### config.mk
export PLATFORM = sky130hd
export DESIGN_NAME = acc_store_ctrl_flat
export DESIGN_NICKNAME = d
export VERILOG_FILES = /design/src/rtl/cpu_pkg.sv /design/src/rtl/acc_store_ctrl_if.sv /design/src/rtl/acc_store_ctrl_wait_timer.sv /design/src/rtl/acc_store_ctrl.sv /design/src/flat_wrapper.sv
export SDC_FILE = /design/constraint.sdc
export NUM_CORES = 1
export LEC_CHECK = 0
export CELL_PAD_IN_SITES_DETAIL_PLACEMENT = 1
export CELL_PAD_IN_SITES_GLOBAL_PLACEMENT = 1
export CORE_ASPECT_RATIO = 1.4
export CORE_MARGIN = 3
export CORE_UTILIZATION = 39
export DETAILED_ROUTE_END_ITERATION = 12
export GPL_ROUTABILITY_DRIVEN = 0
export PLACE_DENSITY = 0.85
export SKIP_LAST_GASP = 1
export SLEW_MARGIN = 20
export SYNTH_ARGS = -nofsm -noshare
export SYNTH_HDL_FRONTEND = slang
export SYNTH_SLANG_ARGS = --single-unit
export TNS_END_PERCENT = 5
### constraint.sdc
create_clock -name clk -period 2.6 [get_ports clk]
set_input_delay 0.52 -clock clk [delete_from_list [all_inputs] [get_ports clk]]
set_output_delay 0.52 -clock clk [all_outputs]
set_load 0.005 [all_outputs]
### src/rtl/cpu_pkg.sv
// Shared CPU datapath constants and the store-controller state encoding.
package cpu_pkg;
  localparam int ACC_W       = 16;
  localparam int BYTE_W      = 8;
  localparam int WAIT_W      = 8;
  localparam int TIMEOUT_DEF = 15;

  typedef enum logic [2:0] {
    ST_IDLE,
    ST_WR_LO,
    ST_WR_HI,
    ST_DONE,
    ST_ERR
  } store_st_e;
endpackage

### src/rtl/acc_store_ctrl_if.sv
// Accumulator-store bus: CPU-side request/status plus the byte-wide memory port.
interface acc_store_ctrl_if #(parameter int ADDR_W = 12);
  import cpu_pkg::*;

  logic                store_req;
  logic [ADDR_W-1:0]   store_addr;
  logic [ACC_W-1:0]    acc_val;
  logic                mem_ready;
  logic                mem_we;
  logic [ADDR_W:0]     mem_addr;
  logic [BYTE_W-1:0]   mem_wdata;
  logic                store_busy;
  logic                store_done;
  logic                store_err;

  modport master (
    output store_req, store_addr, acc_val, mem_ready,
    input  mem_we, mem_addr, mem_wdata, store_busy, store_done, store_err
  );

  modport slave (
    input  store_req, store_addr, acc_val, mem_ready,
    output mem_we, mem_addr, mem_wdata, store_busy, store_done, store_err
  );
endinterface

### src/rtl/acc_store_ctrl_wait_timer.sv
// Loadable 8-bit up-counter with clear and terminal-count compare.
module wait_timer
  import cpu_pkg::*;
(
  input  logic              clk,
  input  logic              rst,
  input  logic              ld,
  input  logic [WAIT_W-1:0] ld_val,
  input  logic              clr,
  input  logic              inc,
  input  logic [WAIT_W-1:0] tc_val,
  output logic              tc
);
  logic [WAIT_W-1:0] cnt;

  always_ff @(posedge clk or posedge rst) begin
    if (rst)      cnt <= '0;
    else if (ld)  cnt <= ld_val;
    else if (clr) cnt <= '0;
    else if (inc) cnt <= cnt + 1'b1;
  end

  assign tc = (cnt == tc_val);
endmodule

### src/rtl/acc_store_ctrl.sv
// Writes the 16-bit accumulator to byte-wide memory as two beats (low, high)
// with a per-beat wait timeout.
module acc_store_ctrl
  import cpu_pkg::*;
#(
  parameter int ADDR_W  = 12,
  parameter int TIMEOUT = TIMEOUT_DEF
) (
  input  logic              clk,
  input  logic              rst,
  acc_store_ctrl_if.slave   bus
);
  localparam logic [WAIT_W-1:0] TC_VAL = WAIT_W'(TIMEOUT);

  store_st_e          st;
  logic [ACC_W-1:0]   data_q;
  logic [ADDR_W-1:0]  addr_q;
  logic               in_wr, beat, accept, tc;

  logic               mem_we;
  logic [ADDR_W:0]    mem_addr;
  logic [BYTE_W-1:0]  mem_wdata;

  assign in_wr  = (st == ST_WR_LO) || (st == ST_WR_HI);
  assign beat   = in_wr && bus.mem_ready;
  assign accept = (st == ST_IDLE) && bus.store_req;

  wait_timer u_wait_timer (
    .clk    (clk),
    .rst    (rst),
    .ld     (accept),
    .ld_val ('0),
    .clr    (beat),
    .inc    (in_wr && !bus.mem_ready),
    .tc_val (TC_VAL),
    .tc     (tc)
  );

  // Requests are only looked at in IDLE; DONE/ERR always fall back to IDLE,
  // so a held request is taken one cycle after the pulse.
  always_ff @(posedge clk or posedge rst) begin
    if (rst) begin
      st     <= ST_IDLE;
      data_q <= '0;
      addr_q <= '0;
    end else begin
      unique case (st)
        ST_IDLE: if (bus.store_req) begin
          data_q <= bus.acc_val;
          addr_q <= bus.store_addr;
          st     <= ST_WR_LO;
        end
        ST_WR_LO: if (bus.mem_ready) st <= ST_WR_HI;
                  else if (tc)       st <= ST_ERR;
        ST_WR_HI: if (bus.mem_ready) st <= ST_DONE;
                  else if (tc)       st <= ST_ERR;
        default:  st <= ST_IDLE;
      endcase
    end
  end

  // Outputs decode from state and capture registers only, so reset clears them at once.
  always_comb begin
    mem_we    = 1'b0;
    mem_addr  = '0;
    mem_wdata = '0;
    unique case (st)
      ST_WR_LO: begin
        mem_we    = 1'b1;
        mem_addr  = {addr_q, 1'b0};
        mem_wdata = data_q[7:0];
      end
      ST_WR_HI: begin
        mem_we    = 1'b1;
        mem_addr  = {addr_q, 1'b1};
        mem_wdata = data_q[15:8];
      end
      default: ;
    endcase
  end

  assign bus.mem_we     = mem_we;
  assign bus.mem_addr   = mem_addr;
  assign bus.mem_wdata  = mem_wdata;
  assign bus.store_busy = (st != ST_IDLE);
  assign bus.store_done = (st == ST_DONE);
  assign bus.store_err  = (st == ST_ERR);
endmodule

### src/flat_wrapper.sv
// flat-port wrapper written by rule: the top's interface ports become plain ports
module acc_store_ctrl_flat import cpu_pkg::*;
#(
  parameter int ADDR_W  = 12,
  parameter int TIMEOUT = TIMEOUT_DEF
)
  (clk, rst, bus_store_req, bus_store_addr, bus_acc_val, bus_mem_ready, bus_mem_we, bus_mem_addr, bus_mem_wdata, bus_store_busy, bus_store_done, bus_store_err);
  acc_store_ctrl_if #(.ADDR_W(ADDR_W)) bus_i ();
  input  logic clk;
  input  logic rst;
  input wire logic [$bits(bus_i.store_req)-1:0] bus_store_req;
  input wire logic [$bits(bus_i.store_addr)-1:0] bus_store_addr;
  input wire logic [$bits(bus_i.acc_val)-1:0] bus_acc_val;
  input wire logic [$bits(bus_i.mem_ready)-1:0] bus_mem_ready;
  output wire logic [$bits(bus_i.mem_we)-1:0] bus_mem_we;
  output wire logic [$bits(bus_i.mem_addr)-1:0] bus_mem_addr;
  output wire logic [$bits(bus_i.mem_wdata)-1:0] bus_mem_wdata;
  output wire logic [$bits(bus_i.store_busy)-1:0] bus_store_busy;
  output wire logic [$bits(bus_i.store_done)-1:0] bus_store_done;
  output wire logic [$bits(bus_i.store_err)-1:0] bus_store_err;
  assign bus_i.store_req = bus_store_req;
  assign bus_i.store_addr = bus_store_addr;
  assign bus_i.acc_val = bus_acc_val;
  assign bus_i.mem_ready = bus_mem_ready;
  assign bus_mem_we = bus_i.mem_we;
  assign bus_mem_addr = bus_i.mem_addr;
  assign bus_mem_wdata = bus_i.mem_wdata;
  assign bus_store_busy = bus_i.store_busy;
  assign bus_store_done = bus_i.store_done;
  assign bus_store_err = bus_i.store_err;
  acc_store_ctrl #(.ADDR_W(ADDR_W), .TIMEOUT(TIMEOUT)) u_core (.clk(clk), .rst(rst), .bus(bus_i));
endmodule
# After elaboration in Yosys (flattened, before gate mapping)
# Cells that the tools add are included.
[word_totals]
latchBits = 0
mem_bits_rw = 0
reg_bits = 39
inputBits = 32
n_memories = 0
output_inout_bits = 25
romBits = 0
wordCells = 32
[classes]
add_sub_neg = 1
n_div = 0
bitwise = 0
shifts = 0
n_eq_ne = 6
order_cmp = 0
n_reduce_logical = 10
mux = 11
n_mul = 0
[op_table]
columns = ["cell", "n"]
rows = [
  ["13-bit case mux with 2 select lines", 1],
  ["8-bit two-way mux", 3],
  ["8-bit case mux with 2 select lines", 1],
  ["3-bit two-way mux", 4],
  ["3-bit case mux with 3 select lines", 1],
  ["8-bit by 1-bit adder with 8-bit output, second input constant", 1],
  ["8-bit by 4-bit == test with 1-bit output, second input constant", 1],
  ["3-bit by 2-bit == test with 1-bit output, second input constant", 2],
  ["3-bit nonzero test", 2],
  ["3-bit by 1-bit == test with 1-bit output, second input constant", 1],
  ["3-bit == test, second input constant", 1],
  ["1-bit logical AND", 3],
  ["3-bit zero test", 1],
  ["2-bit != test, second input constant", 1],
  ["2-bit AND reduction", 1],
  ["2-bit OR reduction", 1],
  ["1-bit zero test", 1],
  ["1-bit logical OR", 1],
  ["1-bit two-way mux", 1],
]

# Logic depth before layout (Yosys ltp)
[depth]
ltp_word = 6
mapped_depth = 7
depth_no_buf = 5

# By module
# A second synthesis with hierarchy kept.
[unflattened]
cells_unflattened = 182
area_unflattened_um2 = 2070.7
[by_module_without_submodules]
columns = ["module", "seq_area_each_um2", "cells_each", "instances", "area_per_inst_um2"]
rows = [
  ["acc_store_ctrl", 775.7, 118, 1, 1491.4],
  ["wait_timer", 200.2, 64, 1, 579.3],
]

# Worst setup path before layout
# Ideal clock, no wire load.
[synth_path]
path_kind = "flip-flop to output port"
from = "register u_core.st[0]"
to = "output bus_mem_addr[1]"
stages_incl_launch_ff = 6
setup_slack_ps = 874
arrival_ps = 1206
path_cell_list = "dfrtp_1 -> buf_2 -> xnor2_1 -> nor2_1 -> clkbuf_1 -> and2_1"
[synth_between]
elab_chain_len = 2
elab_cells_between_ends = 3
classes_between = "eq/ne (2); mux (1)"
[synth_rtl]
columns = ["element", "line_no", "rtl"]
rows = [
  ["start, declared", "acc_store_ctrl.sv:15", "store_st_e st;"],
  ["start signal, assigned", "acc_store_ctrl.sv:43", "st <= ST_IDLE;"],
  ["start signal, assigned", "acc_store_ctrl.sv:51", "st <= ST_WR_LO;"],
  ["start signal, assigned", "acc_store_ctrl.sv:53", "ST_WR_LO: if (bus.mem_ready) st <= ST_WR_HI;"],
  ["3-bit by 2-bit == test with 1-bit output / 3-bit by 1-bit == test with 1-bit output (equally long branches)", "acc_store_ctrl.sv:67", "unique case (st)"],
  ["13-bit case mux with 2 select lines (*)", "acc_store_ctrl.sv:67", ""],
  ["end, declared", "flat_wrapper.sv:16", "output wire logic [$bits(bus_i.mem_addr)-1:0] bus_mem_addr;"],
]
# Every way passes the cells marked *; elsewhere a longest branch is shown, timed or not.

# Worst setup path in the final report
[layout_path]
from = "register u_core.st[0]"
to = "output bus_mem_addr[5]"
# The elaborated chain is that of the path after synthesis.

==> qor_table.md <==
| Parameter | Reported | Unit |
| --- | --- | --- |
| Setup crit start kind | flop | - |
| Leading cell types by count after synthesis | sky130_fd_sc_hd__dfrtp_1 (39), sky130_fd_sc_hd__mux2_2 (19), sky130_fd_sc_hd__and2_1 (12) | - |
| Fin. Hold Viols | 0 | - |
| HPWL after detailed placement | 3574 | um |
| Clock tree root buffer cell | sky130_fd_sc_hd__clkbuf_8 | - |
| Overall routed net length | 4841 | um |
| Site Rows | 29 | - |
| Class of the tightest hold or removal check | reg -> reg | - |
| Top_reg_cell synth | sky130_fd_sc_hd__dfrtp_1 | - |
| IO buf count | 56 | - |
| Pin count of the biggest net entering global routing | 40 | - |
| Result of the run | complete, no violations | - |
| Area enclosed by the die boundary | 0.005703 | mm^2 |
| Setup tns final | 0 | ns |
| Length of the first detailed-routing pass in iterations | 4 | - |
| Maximum fanout count along the critical path | 14 | - |
| Share of the yosys chip area belonging to registers | 51.90 | % |
| I/O pin count | 57 | - |
| Antenna cell count | 0 | - |
| Total leakage power | 1.118 | nW |
| Clock tree from TritonCTS | built | - |
| Average detailed-routed wire length per instance | 17.67 | um |
| Net count of the mapped netlist | 181 | - |
| Number of CTS-inserted buffers | 5 | - |
| Type of the setup path with the least slack | reg -> out | - |
| Post-route clock period utilization | 94.30 | % |
| CTS clock-pin slew for the worst setup and hold paths | 0.07 | ns |
| Arrival time at the worst endpoint | 1.93 | ns |
| Via count of the first global-routing pass | 1,635 | - |
| Post-CTS Resized | 0 | - |
| Worst Setup End Kind | output port | - |
| Global-route total usage across every layer | 18.43 | % |
| Remaining number of nets flagged by the antenna check after routing | 0 | - |
| Shortest clock period the worst path allows after layout | 2.452 | ns |
| Synthesized area divided by synthesized cell count | 12.71 | um^2 |
| Most numerous cell in the Yosys netlist | sky130_fd_sc_hd__dfrtp_1 | - |
| Post-synth EDFFs | 0 | - |
| Via density per instance | 5.182 | - |
| Final hold slack | 0.5067 | ns |
| Chip width | 64.69 | um |
| Vias after detailed routing | 1,420 | - |
| Yosys warnings | 0 | - |
| Post-synthesis cell count | 148 | - |
| Total clock sinks | 39 | - |
| Number of endpoints failing setup at the final stage | 0 | - |
| Sum of overflow across all layers after global routing | 0 | - |
| Clock network latency to the later pin of the worst-skew pair | 0.29 | ns |
| Share of the core filled with cells in the final layout | 57.02 | % |
| Number of pins exceeding their max-slew limit in the final report | 0 | - |
| Total Nets Final | 244 | - |
| Yosys cell types | 33 | - |
| Core Region | 0.004608 | mm^2 |
| Largest cells by area after synthesis | sky130_fd_sc_hd__dfrtp_1 (52%), sky130_fd_sc_hd__mux2_2 (11%), sky130_fd_sc_hd__mux2_4 (7.2%) | - |
| Share of synthesized registers carrying an async set or reset | 100.0 | % |
| H-tree depth | 2 | - |
| DR DRC count | 0 | - |
| Layout Area Growth over Synthesis | 39.72 | % |
| Initial antenna violation count | 0 | - |
| Drt initial violations | 48 | - |
| Unrepaired setup endpoints after global routing | false | - |
| Reported max-cap violation count | 0 | - |
| Slew at the pin with the worst max-slew slack | 0.4909 | ns |
| Netlist Area Pre-Place | 0.001881 | mm^2 |
| Maximum clock frequency | 407.9 | MHz |
| Number of storage elements in the synthesis netlist | 39 | - |
| Cell type with the highest aggregate area in the netlist | sky130_fd_sc_hd__dfrtp_1 | - |
| Post-CTS setup-driven buffer insertion count | 0 | - |
| Required time at the endpoint of the critical path | 2.08 | ns |
| Die outline height | 88.16 | um |
| Slew margin rel. | 67.27 | % |
| Fraction of final layout cells sized beyond drive strength 1 | 24.06 | % |
| Clk_skew | 0.005471 | ns |
| Maximum clock insertion buffer count | 2 | - |
| Number of buffers inserted for hold repair after clock tree synthesis | 0 | - |
| Largest voltage drop on the vdd net | 602.4 | uV |
| Power per standard cell area | 1186 | mW/mm^2 |
| Fraction of post-synthesis cell area in the top cell type by area | 51.90 | % |
| Initial Utilization | 40.81 | % |
| First-pass GRT wire length | 7948 | um |
## critical path, cell delays in order, from the launching register on
cell                              delay (ns)
sky130_fd_sc_hd__dfrtp_1                0.47
sky130_fd_sc_hd__xnor2_1                0.29
sky130_fd_sc_hd__nor2_1                 0.07
sky130_fd_sc_hd__buf_4                  0.18
sky130_fd_sc_hd__and2_1                 0.17
sky130_fd_sc_hd__clkdlybuf4s50_1        0.46
## per-layer routing
layer,wire length [um],part of all wire [%],global-route usage (%)
met1,1900,39,20.82
met2,2692,56,33.93
met3,224,4.6,5.006
met4,23,0.48,5.192
met5,0,0,0
## metrics by stage
stage / setup slack, ns / area [um^2] / power (mW) / std cells
6_report: 0.1482 / 2628 / 3.118 / 274
3_3_place_gp: 0.5266 / 2510 / 2.529 / 266
5_1_grt: 0.03873 / 2628 / 3.335 / 274
2_1_floorplan: 0.8736 / 1881 / 1.848 / 148
4_1_cts: 0.09882 / 2628 / 3.158 / 274
3_5_place_dp: 0.4601 / 2510 / 2.606 / 266
## path summary, 6_finish.rpt
check	startpoint	endpoint	slack [ns]	cells after the start
worst max-delay path	u_core.st[0]$_DFFE_PP0P_	bus_mem_addr[5]	0.15	5
worst min-delay path	u_core.addr_q[5]$_DFFE_PP0P_	u_core.addr_q[5]$_DFFE_PP0P_	0.51	1
worst max register to register	u_core.st[2]$_DFFE_PP0P_	u_core.data_q[5]$_DFFE_PP0P_	0.66	4
worst min register to register	u_core.addr_q[5]$_DFFE_PP0P_	u_core.addr_q[5]$_DFFE_PP0P_	0.51	1
max in group asynchronous	rst	u_core.addr_q[9]$_DFFE_PP0P_	1.61	3
min in group asynchronous	rst	u_core.data_q[14]$_DFFE_PP0P_	0.65	3
## layout by cell type, fill, tap and decap left out, drive strengths merged, types with 2 or more instances in the layout
| cell type | netlist | layout |
|---|---|---|
| nor2 | 5 | 5 |
| a31oi | 2 | 2 |
| o21ai | 2 | 2 |
| dfrtp | 39 | 39 |
| mux2 | 28 | 28 |
| or3b | 2 | 2 |
| and2 | 12 | 12 |
| nand2 | 4 | 4 |
| nand3 | 7 | 7 |
| inv | 4 | 4 |
| nand4 | 2 | 2 |
| buf | 7 | 8 |
| nor3 | 2 | 2 |
| xnor2 | 2 | 2 |
| clkbuf | 1 | 6 |
| a22o | 10 | 10 |
| nor3b | 3 | 3 |
| o21a | 2 | 2 |
| clkdlybuf4s50 | 0 | 56 |
| a21oi | 6 | 6 |
## power by group
group	leakage (nW)	switching (mW)	total [mW]	internal, mW
Clock	0.0612	0.213	0.523	0.311
Sequential	0.477	0.189	1.06	0.867
Combinational	0.580	0.566	1.54	0.972
## layout make-up
type	count	area, um^2
timing repair buffer	64	620.6
multi-input combinational	97	820.8
tap	62	77.57
sequential	39	975.9
fill	495	1981
clock buffer	6	82.58
clock inverter	2	35.03
inverter	4	15.01
## flip-flops by register name, indices dropped and copies added, names as in the netlist
name                     count
u_core.addr_q               12
u_core.data_q               16
u_core.st                    3
u_core.u_wait_timer.cnt      8
## cell families (layout without fill, tap and decap cells)
family,count (synthesis),count (layout),share of synthesized area [%]
fa+ha+maj,1,1,0.6652
flops,39,39,51.90
compound gates,23,23,8.649
mux,29,29,19.10
xor+xnor,2,2,0.9316
simple gates,42,42,14.30
buf+inv,12,76,4.457
Note: power is estimated with default switching activity, not from simulation.
